$ cat src/rtl/ula_divisor_sequencial_if.sv
// ula_divisor_sequencial_if: start/busy/done handshake and operand/result bus of the sequential divider
interface ula_divisor_sequencial_if #(parameter int N = 4);
  logic         start;
  logic [N-1:0] dividendo;
  logic [N-1:0] divisor;
  logic [N-1:0] quociente;
  logic [N-1:0] resto;
  logic         busy;
  logic         done;
  logic         div_zero;
  modport master (output start, dividendo, divisor, input quociente, resto, busy, done, div_zero);
  modport slave (input start, dividendo, divisor, output quociente, resto, busy, done, div_zero);
endinterface

$ cat src/rtl/ula_divisor_sequencial.sv
// ula_divisor_sequencial: restoring unsigned divider, one quotient bit per clock
module ula_divisor_sequencial #(parameter int N = 4) (
  input logic clk,
  input logic rst,
  ula_divisor_sequencial_if.slave bus
);
  localparam int CW = $clog2(N);
  localparam logic [1:0] IDLE = 2'd0;
  localparam logic [1:0] CALC = 2'd1;
  localparam logic [1:0] DONE = 2'd2;
  logic [1:0]    state;
  logic [N-1:0]  d, q, quo, res;
  logic [N:0]    r, r_sh, t, r_nx;
  logic [N-1:0]  q_nx;
  logic [CW-1:0] cnt;
  logic          busy_r, done_r, dz_r;
  assign r_sh = {r[N-1:0], q[N-1]};
  assign t    = r_sh - {1'b0, d};
  assign r_nx = t[N] ? r_sh : t;
  assign q_nx = {q[N-2:0], ~t[N]};
  assign bus.quociente = quo;
  assign bus.resto     = res;
  assign bus.busy      = busy_r;
  assign bus.done      = done_r;
  assign bus.div_zero  = dz_r;
  always_ff @(posedge clk or posedge rst)
    if (rst) begin
      state  <= IDLE;
      d      <= '0;
      q      <= '0;
      r      <= '0;
      cnt    <= '0;
      quo    <= '0;
      res    <= '0;
      busy_r <= 1'b0;
      done_r <= 1'b0;
      dz_r   <= 1'b0;
    end else begin
      done_r <= 1'b0;
      if (state == IDLE && bus.start) begin
        if (bus.divisor == '0) begin
          quo    <= '1;
          res    <= bus.dividendo;
          dz_r   <= 1'b1;
          done_r <= 1'b1;
          state  <= DONE;
        end else begin
          d      <= bus.divisor;
          q      <= bus.dividendo;
          r      <= '0;
          cnt    <= '0;
          busy_r <= 1'b1;
          state  <= CALC;
        end
      end else if (state == CALC) begin
        q   <= q_nx;
        r   <= r_nx;
        cnt <= cnt + 1'b1;
        if (cnt == CW'(N - 1)) begin
          quo    <= q_nx;
          res    <= r_nx[N-1:0];
          dz_r   <= 1'b0;
          busy_r <= 1'b0;
          done_r <= 1'b1;
          state  <= DONE;
        end
      end else if (state != IDLE) begin
        state <= IDLE;
      end
    end
endmodule

$ cat src/flat_wrapper.sv
// flat-port wrapper written by rule: the top's interface ports become plain ports
module ula_divisor_sequencial_flat 
#(parameter int N = 4)
  (clk, rst, bus_start, bus_dividendo, bus_divisor, bus_quociente, bus_resto, bus_busy, bus_done, bus_div_zero);
  ula_divisor_sequencial_if #(.N(N)) bus_i ();
  input logic clk;
  input logic rst;
  input wire logic [$bits(bus_i.start)-1:0] bus_start;
  input wire logic [$bits(bus_i.dividendo)-1:0] bus_dividendo;
  input wire logic [$bits(bus_i.divisor)-1:0] bus_divisor;
  output wire logic [$bits(bus_i.quociente)-1:0] bus_quociente;
  output wire logic [$bits(bus_i.resto)-1:0] bus_resto;
  output wire logic [$bits(bus_i.busy)-1:0] bus_busy;
  output wire logic [$bits(bus_i.done)-1:0] bus_done;
  output wire logic [$bits(bus_i.div_zero)-1:0] bus_div_zero;
  assign bus_i.start = bus_start;
  assign bus_i.dividendo = bus_dividendo;
  assign bus_i.divisor = bus_divisor;
  assign bus_quociente = bus_i.quociente;
  assign bus_resto = bus_i.resto;
  assign bus_busy = bus_i.busy;
  assign bus_done = bus_i.done;
  assign bus_div_zero = bus_i.div_zero;
  ula_divisor_sequencial #(.N(N)) u_core (.clk(clk), .rst(rst), .bus(bus_i));
endmodule
$ cat config.mk
export PLATFORM = sky130hd
export DESIGN_NAME = ula_divisor_sequencial_flat
export DESIGN_NICKNAME = d
export VERILOG_FILES = /design/src/rtl/ula_divisor_sequencial_if.sv /design/src/rtl/ula_divisor_sequencial.sv /design/src/flat_wrapper.sv
export SDC_FILE = /design/constraint.sdc
export NUM_CORES = 1
export LEC_CHECK = 0
export ABC_AREA = 0
export CAP_MARGIN = 20
export CORE_MARGIN = 2
export CORE_UTILIZATION = 51
export CTS_BUF_LIST = sky130_fd_sc_hd__clkbuf_16
export CTS_CLUSTER_SIZE = 25
export DETAILED_ROUTE_END_ITERATION = 10
export MAX_ROUTING_LAYER = met4
export PLACE_DENSITY = 0.77
export SLEW_MARGIN = 30
export SYNTH_ARGS = -nofsm -noshare
export SYNTH_HDL_FRONTEND = slang
export SYNTH_SLANG_ARGS = --single-unit
$ cat constraint.sdc
create_clock -name clk -period 2.7 [get_ports clk]
set_input_delay 0.54 -clock clk [delete_from_list [all_inputs] [get_ports clk]]
set_output_delay 0.54 -clock clk [all_outputs]
set_load 0.1 [all_outputs]
* Yosys cells after proc, flatten, opt, wreduce, memory -nomap -nowiden
Cells that the tools add are included.
Word-level totals: logic and storage cells 64, register bits after elaboration 27, output and inout port bits 11, input port bits 11
Cells by class: equality and inequality tests 5, muxes and demuxes 33, reductions and logical operators 12, bitwise operators 2, add/subtract/negate cells 2
Operator list (count):
- $mux W4 | 15
- $mux W2 | 8
- $mux W1 | 10
- $reduce_and A2 Y1 | 3
- $reduce_and A3 Y1 | 2
- $reduce_bool A2 Y1 | 3
- $sub A5 B4 Y5 | 1
- $logic_not A4 Y1 | 1
- $ne A2 B2 Y1 const B | 2
- $ne A3 B2 Y1 const B | 1
- $reduce_bool A3 Y1 | 1
- $add A2 B1 Y2 const B | 1
- $eq A2 B1 Y1 const B | 1
- $eq A2 B2 Y1 const B | 1
- $logic_not A2 Y1 | 1
- $not A1 Y1 | 2
- $logic_and A1 B1 Y1 | 1

* Depth between registers and ports, before layout
word-level depth 5, depth in mapped cells 9, gate-level depth less buffers 9

* Least setup slack after synthesis
Ideal clock, no wire load.
path kind reg-to-reg, from reg u_core.q[3], to reg u_core.res[3] (netlist: u_core.bus.resto[3]), path buffers 0, cell stages (with the launch flop) 10, arrival 2.064 ns, slack 0.510 ns, data required time 2.575 ns, path through dfrtp_1 -> inv_1 -> ha_1 -> fa_1 -> nand2b_1 -> a21oi_2 -> xor2_2 -> nand2b_1 -> a31oi_1 -> mux2_2
Between the ends: cells in the longest elaborated chain, start to end 5
Ends and longest elaborated chain:
- start: declaration | RTL line ula_divisor_sequencial.sv:12 | logic [N-1:0] d, q, quo, res;
- start signal: assignment | RTL line ula_divisor_sequencial.sv:49 | q <= bus.dividendo;
- start signal: assignment | RTL line ula_divisor_sequencial.sv:56 | q <= q_nx;
- $sub A5 B4 Y5 | RTL line ula_divisor_sequencial.sv:18 | assign t = r_sh - {1'b0, d};
- $mux W4 | RTL line ula_divisor_sequencial.sv:19 | assign r_nx = t[N] ? r_sh : t;
- $mux W4 | RTL line ula_divisor_sequencial.sv:59 | if (cnt == CW'(N - 1)) begin
- $mux W4 | RTL line ula_divisor_sequencial.sv:55 | end else if (state == CALC) begin
- $mux W4 | RTL line ula_divisor_sequencial.sv:40 | if (state == IDLE && bus.start) begin
- end signal: assignment | RTL line ula_divisor_sequencial.sv:43 | res <= bus.dividendo;
- end signal: assignment | RTL line ula_divisor_sequencial.sv:61 | res <= r_nx[N-1:0];
- end: declaration | RTL line ula_divisor_sequencial.sv:12
No other way between the ends. The select of a mux whose other input is x is not followed. A chain may end at the register's enable or synchronous reset.

* Final worst setup path
Ends and elaborated chain as after synthesis.

==> summary.md <==
| Metric | Value |
|---|---|
| Status | `finished, final reports clean` |
| Share of layout cells above drive strength 1 | `17.7%` |
| Drt via density | `5.49` |
| H-tree depth | `1` |
| Part of the Yosys area used for sequential elements | `51.6%` |
| Core area | `2450 um2` |
| Total die area | `2990 um2` |
| Post-CTS Setup Bufs | `0` |
| Buffers added on ports | `21` |
| Initial core utilization | `53.4%` |
| Die Span Y | `54.7 um` |
| Max Clk Rate | `410 MHz` |
| CTS Hold Bufs | `0` |
| R2R Setup Slk | `0.26 ns` |
| RSZ-0062 raised after global routing | `no` |
| Post-Syn Area per Cell | `10.6 um2` |
| Drt pass-1 iters | `4` |
| Starting DRT DRC Count | `16` |
| CP Cell Sequence | `inv_1 -> ha_1 -> fa_1 -> nand2b_1 -> a21oi_2 -> xor2_2 -> nand2b_1 -> a31oi_1 -> mux2_2` |
| Number of cells upsized or downsized after cts | `0` |
| Arrival time worst endpoint | `2.58 ns` |
| Post-synth net total | `141` |
| Root Buffer | `clkbuf_16` |
| Crit-path max FO | `8` |
| ANT nets after route | `0` |
| Most frequent cells in the layout | `27 x dfrtp_1, 21 x nand2_1, 13 x nor2_1, 13 x buf_4, 10 x clkdlybuf4s50_1` |
| Clock-pin slew on the worst setup and hold paths | `0.06 ns` |
| Setup TNS | `0 ns` |
| Routed WL per cell | `14.7 um` |
| Synth cell types | `31` |
| Fin. Hold Viols | `0` |
| Clock insertion delay at the later pin of the skew report | `0.25 ns` |
| Delay-heaviest family, CP | `adder cells` |
| CP bufs+invs | `1` |
| Nets | `165` |
| Clk sinks | `27` |
| Largest net degree at the start of global routing | `28` |
| GRT Util Overall | `21.3%` |
| Crit-path max cell delay | `0.40 ns` |
| Yosys warns | `0` |
| Area delta synth->final | `21.5%` |
| CP endpoint kind | `register` |
| Dpl hpwl | `1970 um` |
| CTS Buffer Depth | `2` |
| # IOs | `22` |
| Worst path slowest cell | `fa_1` |
| Residual DRC | `0` |
| Antenna violations before repair | `0` |
| Global route overflow | `0` |
| Ant diodes | `0` |
| Worst hold path class | `reg -> reg` |
| Commonest non-fill, non-tap cell in the layout | `dfrtp_1` |
| Slew margin rel. | `67.1%` |
| Crit share post-route | `90.4%` |
| Vias | `972` |
| Synth Cell Area | `1310 um2` |
| Cell mode on critical path | `nand2b_1` |
| Placer Congestion | `0.813` |
| Worst slew pin tran | `0.493 ns` |
| Minimum clock period | `2.44 ns` |
| Chip width | `54.7 um` |
| CTS tree | `built` |
| Post-synthesis instance total | `124` |
| Final Max Tran Viols | `0` |
| Max Cap Viol | `0` |
| Setup Skew | `0.00198 ns` |
| Final setup vio count | `0` |
| First-pass GRT wire length | `4320 um` |
| CP Data Required Time | `2.84 ns` |
| Yosys reg bits | `27` |
| Vias in the first global route | `934` |
| Total Wirelength | `2600 um` |
| Critical path type | `reg -> reg` |
| Row count | `18` |
| Number of CTS-inserted buffers | `3` |
| Critical path launch point type | `register` |
==> final cells by class <==
| type | instances | area (um2) |
|---|---|---|
| clock buffer | 3 | 75.1 |
| clock inverter | 1 | 3.75 |
| fill | 204 | 863 |
| inverter | 6 | 22.5 |
| multi-input combinational | 87 | 579 |
| sequential | 27 | 676 |
| tap | 30 | 37.5 |
| timing repair buffer | 23 | 198 |
==> kinds of logic after synthesis <==
group,count (synthesis),synth area share [%]
AO/OA/AOI/OAI,32,18.1
XOR/XNOR,3,2.58
adder cells (fa/ha/maj),6,6.30
buffers and inverters,10,4.20
flip-flops,27,51.6
multiplexers,3,2.39
AND/OR/NAND/NOR,43,14.8
==> Yosys cell counts <==
master	n	area share, %
nand2_2	1	0.48
o22a_1	4	2.7
a21oi_2	2	1.3
nor2b_1	1	0.48
o21a_1	1	0.57
a22o_1	5	3.3
nand2_4	1	0.86
fa_1	1	1.5
o211ai_1	1	0.57
inv_1	6	1.7
xnor2_1	1	0.67
a21oi_1	2	0.76
mux2i_1	2	1.5
a31oi_1	7	3.3
a31oi_2	1	0.95
o21ai_4	1	1.2
or4_4	1	0.86
nand2b_1	3	1.4
buf_6	2	1.7
mux2_2	1	0.86
and2_1	1	0.48
nand2_1	21	6.0
nor2_1	13	3.7
dfrtp_1	27	52
o21ai_2	1	0.67
xor2_1	1	0.67
buf_2	2	0.76
ha_1	5	4.8
o21ai_0	7	2.7
and3_1	1	0.48
xor2_2	1	1.2
==> routing by layer <==
metal | share of wire (%) | track usage (%)
met3 | 3.6 | 2.73
met2 | 52 | 34.5
met4 | 0.39 | 6.25
met1 | 44 | 27.9
met5 | 0 | -
==> through the flow <==
stage | instance area, um2 | hold slack (ns) | setup slack, ns | std cells | util, %
2_1_floorplan | 1310 | 0.465 | 0.510 | 124 | -
3_3_place_gp | 1510 | 0.465 | 0.434 | 173 | 61.6
3_5_place_dp | 1510 | 0.474 | 0.313 | 173 | 61.6
4_1_cts | 1590 | 0.489 | 0.264 | 177 | 64.8
5_1_grt | 1590 | 0.514 | 0.122 | 177 | 64.8
6_report | 1590 | 0.485 | 0.260 | 177 | 64.8
==> sequential cells by signal, summed over array words and instances (netlist names) <==
register and cells:
u_core.cnt 2, u_core.state 2, u_core.d 4, u_core.bus.quociente 4, u_core.q 4, u_core.bus.done 1
u_core.bus.busy 1, u_core.r 4, u_core.bus.div_zero 1, u_core.bus.resto 4
==> tightest hold or removal path, cell delays in order (launching register included) <==
cell and delay (ns):
dfrtp_1 0.34, nand2_1 0.05, nand2_1 0.06
==> path summary, 6_finish.rpt <==
| kind | from | end | cells after the start |
|---|---|---|---|
| max | u_core.q[3]$_DFFE_PP0P_ | u_core.bus.resto[3]$_DFFE_PP0P_ | 9 |
| min | u_core.bus.busy$_DFFE_PP0P_ | u_core.bus.busy$_DFFE_PP0P_ | 2 |
| max reg2reg | u_core.q[3]$_DFFE_PP0P_ | u_core.bus.resto[3]$_DFFE_PP0P_ | 9 |
| min reg2reg | u_core.bus.busy$_DFFE_PP0P_ | u_core.bus.busy$_DFFE_PP0P_ | 2 |
| max in group asynchronous | rst | u_core.d[0]$_DFFE_PP0P_ | 3 |
| min in group asynchronous | rst | u_core.d[3]$_DFFE_PP0P_ | 3 |
Power is left out: the tool's default activity adds up to more than one toggle a clock period on the data nets, which glitch-free logic cannot reach.
